`config.mk`:
```
export PLATFORM = sky130hd
export DESIGN_NAME = cotm32_csr_unit
export DESIGN_NICKNAME = d
export VERILOG_FILES = /design/src/rtl/cotm32_csr_unit.sv
export SDC_FILE = /design/constraint.sdc
export NUM_CORES = 1
export LEC_CHECK = 0
export BUFFER_PORTS_ARGS = -buffer_cell sky130_fd_sc_hd__buf_2
export CAP_MARGIN = 25
export CORE_ASPECT_RATIO = 0.9
export CORE_MARGIN = 2
export CORE_UTILIZATION = 35
export DETAILED_ROUTE_END_ITERATION = 16
export PLACE_DENSITY_LB_ADDON = 0.08
export SETUP_SLACK_MARGIN = 0.2
export SYNTH_ARGS = -nofsm -noshare
export SYNTH_HDL_FRONTEND = slang
export SYNTH_SLANG_ARGS = --single-unit
```
`constraint.sdc`:
```
create_clock -name i_clk -period 2.8 [get_ports i_clk]
set_input_delay 0.42 -clock i_clk [delete_from_list [all_inputs] [get_ports i_clk]]
set_output_delay 0.42 -clock i_clk [all_outputs]
set_load 0.01 [all_outputs]
```
`src/rtl/cotm32_csr_unit.sv`:
```
// Machine-mode CSR file and trap-state sequencer for the cotm32 RV32 core:
// Zicsr access, trap entry/MRET bookkeeping and the mcycle/minstret counters.
module cotm32_csr_unit #(
    parameter int                XLEN        = 32,
    parameter int                CNT_WIDTH   = 64,
    parameter logic [XLEN-1:0]   MTVEC_RESET = '0,
    parameter logic [XLEN-1:0]   MISA_VALUE  = 32'h4000_0100
) (
    input  logic                 i_clk,
    input  logic                 i_rst,
    input  logic                 i_csr_en,
    input  logic [2:0]           i_csr_funct3,
    input  logic [11:0]          i_csr_addr,
    input  logic [XLEN-1:0]      i_csr_wdata,
    input  logic                 i_csr_src_zero,
    output logic [XLEN-1:0]      o_csr_rdata,
    output logic                 o_csr_illegal,
    input  logic                 i_trap_valid,
    input  logic [XLEN-1:0]      i_trap_cause,
    input  logic [XLEN-1:0]      i_trap_pc,
    input  logic [XLEN-1:0]      i_trap_tval,
    input  logic                 i_mret,
    input  logic                 i_instret,
    input  logic                 i_irq_ext,
    output logic                 o_irq_pending,
    output logic [XLEN-1:0]      o_mtvec,
    output logic [XLEN-1:0]      o_mepc
);
    localparam int                HI_W       = CNT_WIDTH - 32;
    localparam logic [XLEN-1:0]   ALIGN_MASK = {{(XLEN-2){1'b1}}, 2'b00};
    localparam logic [CNT_WIDTH-1:0] CNT_ONE = {{(CNT_WIDTH-1){1'b0}}, 1'b1};

    localparam logic [11:0] A_MSTATUS   = 12'h300, A_MISA     = 12'h301, A_MIE    = 12'h304;
    localparam logic [11:0] A_MTVEC     = 12'h305, A_MSCRATCH = 12'h340, A_MEPC   = 12'h341;
    localparam logic [11:0] A_MCAUSE    = 12'h342, A_MTVAL    = 12'h343, A_MIP    = 12'h344;
    localparam logic [11:0] A_MCYCLE    = 12'hB00, A_MCYCLEH  = 12'hB80;
    localparam logic [11:0] A_MINSTRET  = 12'hB02, A_MINSTRETH = 12'hB82;
    localparam logic [11:0] A_CYCLE     = 12'hC00, A_CYCLEH   = 12'hC80;
    localparam logic [11:0] A_INSTRET   = 12'hC02, A_INSTRETH = 12'hC82;

    localparam logic [1:0] OP_NONE = 2'b00, OP_RW = 2'b01, OP_RS = 2'b10, OP_RC = 2'b11;

    logic                 r_mie, r_mpie, r_meie;
    logic [XLEN-1:0]      r_mtvec, r_mscratch, r_mepc, r_mcause, r_mtval;
    logic [CNT_WIDTH-1:0] r_mcycle, r_minstret;

    logic                 w_hit;
    logic [XLEN-1:0]      w_old;
    logic [1:0]           w_op;
    logic                 w_wants_write;
    logic                 w_illegal;
    logic                 w_wr;
    logic [XLEN-1:0]      w_new;

    // Read mux: current (pre-write) value of the addressed CSR and whether it is mapped.
    always_comb begin
        w_hit = 1'b1;
        w_old = '0;
        case (i_csr_addr)
            A_MSTATUS: begin
                w_old[3]     = r_mie;
                w_old[7]     = r_mpie;
                w_old[12:11] = 2'b11;
            end
            A_MISA:                 w_old = MISA_VALUE;
            A_MIE:                  w_old[11] = r_meie;
            A_MTVEC:                w_old = r_mtvec;
            A_MSCRATCH:             w_old = r_mscratch;
            A_MEPC:                 w_old = r_mepc;
            A_MCAUSE:               w_old = r_mcause;
            A_MTVAL:                w_old = r_mtval;
            A_MIP:                  w_old[11] = i_irq_ext;
            A_MCYCLE, A_CYCLE:      w_old = r_mcycle[31:0];
            A_MCYCLEH, A_CYCLEH:    w_old[HI_W-1:0] = r_mcycle[CNT_WIDTH-1:32];
            A_MINSTRET, A_INSTRET:  w_old = r_minstret[31:0];
            A_MINSTRETH, A_INSTRETH: w_old[HI_W-1:0] = r_minstret[CNT_WIDTH-1:32];
            default:                w_hit = 1'b0;
        endcase
    end

    // Operation decode, legality and the value a committed write would store.
    always_comb begin
        case (i_csr_funct3)
            3'b001, 3'b101: w_op = OP_RW;
            3'b010, 3'b110: w_op = OP_RS;
            3'b011, 3'b111: w_op = OP_RC;
            default:        w_op = OP_NONE;
        endcase
        // Set/clear with a zero source is a pure read, so it stays legal on read-only CSRs.
        w_wants_write = (w_op == OP_RW) || ((w_op != OP_NONE) && !i_csr_src_zero);
        w_illegal = i_csr_en && ((w_op == OP_NONE) || !w_hit ||
                                 (w_wants_write && (i_csr_addr[11:10] == 2'b11)));
        w_wr = i_csr_en && !w_illegal && w_wants_write && !i_trap_valid;
        case (w_op)
            OP_RW:   w_new = i_csr_wdata;
            OP_RS:   w_new = w_old | i_csr_wdata;
            OP_RC:   w_new = w_old & ~i_csr_wdata;
            default: w_new = w_old;
        endcase
    end

    assign o_csr_illegal = w_illegal;
    assign o_csr_rdata   = w_illegal ? '0 : w_old;
    assign o_irq_pending = r_mie & r_meie & i_irq_ext;
    assign o_mtvec       = r_mtvec;
    assign o_mepc        = r_mepc;

    // State update; later assignments win, giving trap > mret > CSR write > counter increment.
    always_ff @(posedge i_clk) begin
        if (i_rst) begin
            r_mie      <= 1'b0;
            r_mpie     <= 1'b0;
            r_meie     <= 1'b0;
            r_mtvec    <= MTVEC_RESET & ALIGN_MASK;
            r_mscratch <= '0;
            r_mepc     <= '0;
            r_mcause   <= '0;
            r_mtval    <= '0;
            r_mcycle   <= '0;
            r_minstret <= '0;
        end else begin
            r_mcycle <= r_mcycle + CNT_ONE;
            if (i_instret) begin
                r_minstret <= r_minstret + CNT_ONE;
            end
            if (w_wr) begin
                case (i_csr_addr)
                    A_MSTATUS: begin
                        r_mie  <= w_new[3];
                        r_mpie <= w_new[7];
                    end
                    A_MIE:       r_meie     <= w_new[11];
                    A_MTVEC:     r_mtvec    <= w_new & ALIGN_MASK;
                    A_MSCRATCH:  r_mscratch <= w_new;
                    A_MEPC:      r_mepc     <= w_new & ALIGN_MASK;
                    A_MCAUSE:    r_mcause   <= w_new;
                    A_MTVAL:     r_mtval    <= w_new;
                    A_MCYCLE:    r_mcycle   <= {r_mcycle[CNT_WIDTH-1:32], w_new};
                    A_MCYCLEH:   r_mcycle   <= {w_new[HI_W-1:0], r_mcycle[31:0]};
                    A_MINSTRET:  r_minstret <= {r_minstret[CNT_WIDTH-1:32], w_new};
                    A_MINSTRETH: r_minstret <= {w_new[HI_W-1:0], r_minstret[31:0]};
                    default:     r_mscratch <= r_mscratch;
                endcase
            end
            if (i_mret) begin
                r_mie  <= r_mpie;
                r_mpie <= 1'b1;
            end
            if (i_trap_valid) begin
                r_mepc   <= i_trap_pc & ALIGN_MASK;
                r_mcause <= i_trap_cause;
                r_mtval  <= i_trap_tval;
                r_mpie   <= r_mie;
                r_mie    <= 1'b0;
            end
        end
    end
endmodule

```
==> qor.txt <==
R2r setup slk - 0.21 ns
Relative slew slack - 0.4014
Minimum clock period - 3.044 ns
Vias in the first global route - 21,510
Pwr Density - 394.9 nW/um^2
Total I/O pin count - 249
Setup ws final - -0.2443 ns
Gr ovfl total - 0
Failing checks - negative setup slack
Clk pin slew, worst setup/hold paths - 0.06 ns
Worst setup SP type - input port
CTS tree - built
CP Max Fanout - 7
Clock sink count - 287
Worst hold endpoint - o_mepc[9]
Global-route wire length before repair - 154,000 um
Max H-tree Level - 2
Port Buffers - 241
Skew-Pair Late Insertion Delay - 0.59 ns
GRT Total Usage - 0.3984
Die Wd - 242.5 um
Worst stage delay on the critical path - 0.59 ns
Ys async rst share - 0
Leakage - 10.83 nW
Routability congestion estimate - 1.000
Clock Path Buffers - 3
Final core utilization - 0.5467
TritonCTS Buffers - 37
Most frequent CP cell - buf_12
Achievable Freq - 0.3285 GHz
Vias - 23,230
RSZ-0062 raised after global routing - yes
Fillcell total - 4,852
Fin crit share - 1.087
Hold_sp - i_trap_pc[9]
EDFF count, synth - 0
Reg area - 5772 um^2
Cell Area, Synth - 17,910 um^2
Site row count - 78
Slowest-stage cell, CP - or4_4
WL/cell - 29.68 um
Synthesized flop and latch total - 287
Worst-Margin Slew - 0.8979 ns
Worst path cell trace - buf_12, or4_4, buf_12, nor4_4, buf_6, buf_12, buf_4, a22oi_2, a31oi_2, buf_4
Placed inst area - 24,140 um^2
Hold Crit Class - input port to flip-flop
Warnings from Yosys - 0
Cell area after layout - 27,580 um^2
Critical path class - input port to output pin
Final hold violation count - 0
Residual DRC - 0
Synth Flop Type - dfxtp_1
Reg2reg start - r_minstret[8]
NumNets Final - 3,142
Skew final - 0.02455 ns
CORE AREA - 50,460 um^2
Via-to-Cell Ratio - 6.279
Initial Util - 0.3550
Syn avg cell area - 7.695 um^2
Final wirelength - 109,800 um
Min Hold Slack - 0.04974 ns
Area Overhead vs Synth - 53.99%
IR drop worst, VDD - 0.4268 mV
Setup Viol. Count Final - 31
Pin count of the biggest net entering global routing - 143
ANT nets after route - 0
Multi-input gate area - 12,660 um^2
Die Height - 218.6 um
Number of max-cap violations - 0
CTS root buf - clkbuf_16
DP HPWL - 84,150 um
TritonRoute pass-1 iters - 6
R2R depth - 8
Endpoint class of the critical path - output pin
Netlist cell types - 90
Final slew viol count - 0
WHS Path Cells - 2
Sequential fraction of the synthesis area - 0.3207
Worst EP arrival - 2.62 ns
1st-iter DRT viols - 2,440
Initial antenna violation count - 7
Post-synthesis cell count - 2,328
Die ar. - 53,010 um^2
Share of cells above drive strength 1 - 0.3851
Critical path data required time - 2.38 ns
Reg2reg end - r_minstret[56]
Status - complete, but fails checks
## worst max-delay path, delay by kind of cell
kind | cells | cell delay (ns)
buffers and inverters | 6 | 0.92
AO/OA/AOI/OAI | 2 | 0.43
AND/OR/NAND/NOR | 2 | 0.84
## per-layer routing
metal	share of wire	global-route usage
met5	0.00036	0
met4	0.040	0.1623
met3	0.097	0.07737
met2	0.43	0.5916
met1	0.44	0.5631
## registers in the layout, summed over array words and instances (netlist names)
| signal | cells |
|---|---|
| o_mepc | 30 |
| o_mtvec | 30 |
| r_mcause | 32 |
| r_mcycle | 64 |
| r_meie | 1 |
| r_mie | 1 |
| r_minstret | 64 |
| r_mpie | 1 |
| r_mscratch | 32 |
| r_mtval | 32 |
## cell usage after synthesis, types with 19 or more instances
cell,number,area share
dfxtp_1,287,0.32
nand2_1,234,0.049
nor2_1,231,0.048
a21oi_1,217,0.061
clkbuf_1,168,0.035
o21ai_0,109,0.030
nand3_1,103,0.029
a211oi_1,85,0.036
a31oi_1,67,0.023
nor3_1,59,0.016
xnor2_1,45,0.022
a211o_1,43,0.021
nand4_1,43,0.015
mux2i_1,38,0.021
a22oi_1,33,0.014
o22ai_1,32,0.011
and3_1,31,0.011
and4_1,28,0.014
and2_1,23,0.0080
buf_1,22,0.0046
inv_1,21,0.0044
nor4_1,21,0.0073
a22o_1,19,0.0093
o211a_1,19,0.011
## power breakdown
part | internal [W] | switching (W)
Combinational | 0.000686 | 0.000968
Sequential | 0.00418 | 0.0000788
Clock | 0.00286 | 0.00212
## timing repair
| item | in CTS | in global routing |
|---|---|---|
| buffers inserted | 48 | 33 |
| endpoints found under the setup margin | 89 | 95 |
| pin swaps | 78 | 73 |
| cloned | 3 | 1 |
| resized for setup | 197 | 142 |
| hold buffers | 0 | 0 |
## cell families (layout without fill, tap and decap cells)
group                      count (synthesis)  after routing  synth area share
DFF                                      287            287            0.3207
buffers and inverters                    234            917           0.05113
adders and majority gates                  2              2          0.001397
other                                      1              8         0.0002093
and+or+nand+nor                          881            881            0.2478
AOI/OAI and AO/OA                        797            798            0.2996
muxes                                     72             72           0.05266
xor gates and xnor gates                  54             54           0.02640
## how the worst max path moves through the flow
stage                   startpoint              end  depth (start not counted)
global route         i_csr_addr[7]  o_csr_rdata[25]                         11
global placement     i_csr_addr[0]      r_mtval[29]                         10
CTS                  i_csr_addr[7]  o_csr_rdata[25]                         11
detailed placement   i_csr_addr[0]      r_mtval[29]                         10
floorplan           r_minstret[12]   r_minstret[61]                          8
finish               i_csr_addr[7]   o_csr_rdata[2]                         10
## through the flow
stage / setup slack [ns] / std cells / power (W) / TNS [ns]
finish: -0.2443 / 3699 / 0.01089 / -3.355
global route: -0.2395 / 3695 / 0.01117 / -3.864
CTS: -0.1892 / 3661 / 0.01081 / -2.385
detailed placement: -0.6753 / 3545 / 0.005822 / -69.66
global placement: -0.6288 / 3545 / 0.005809 / -64.00
floorplan: 0.09544 / 2331 / 0.004973 / 0
## area by class of cell
type / count / area share
Sequential cell: 287 / 0.2092
Timing Repair Buffer: 830 / 0.2529
Inverter: 22 / 0.002994
Tap cell: 680 / 0.03084
Clock inverter: 11 / 0.005761
Clock buffer: 54 / 0.03878
Multi-Input combinational cell: 1811 / 0.4591
Antenna cell: 4 / 0.0003629
## placed cells by master (no fill, tap or decap), types with 16 or more instances in the layout
master and n:
a211o_1 43, a211oi_1 72, a21oi_1 196, a22oi_1 23
a31oi_1 57, and2_1 22, and3_1 27, and4_1 25
buf_12 65, buf_2 207, buf_4 463, buf_6 81
clkbuf_16 37, dfxtp_1 268, dfxtp_2 18, inv_1 20
mux2_2 18, mux2i_1 38, mux4_2 16, nand2_1 222
nand3_1 95, nand4_1 43, nor2_1 205, nor3_1 44
o211a_1 19, o21ai_0 101, o22ai_1 29, xnor2_1 45
Power figures use the tool's default switching activity.
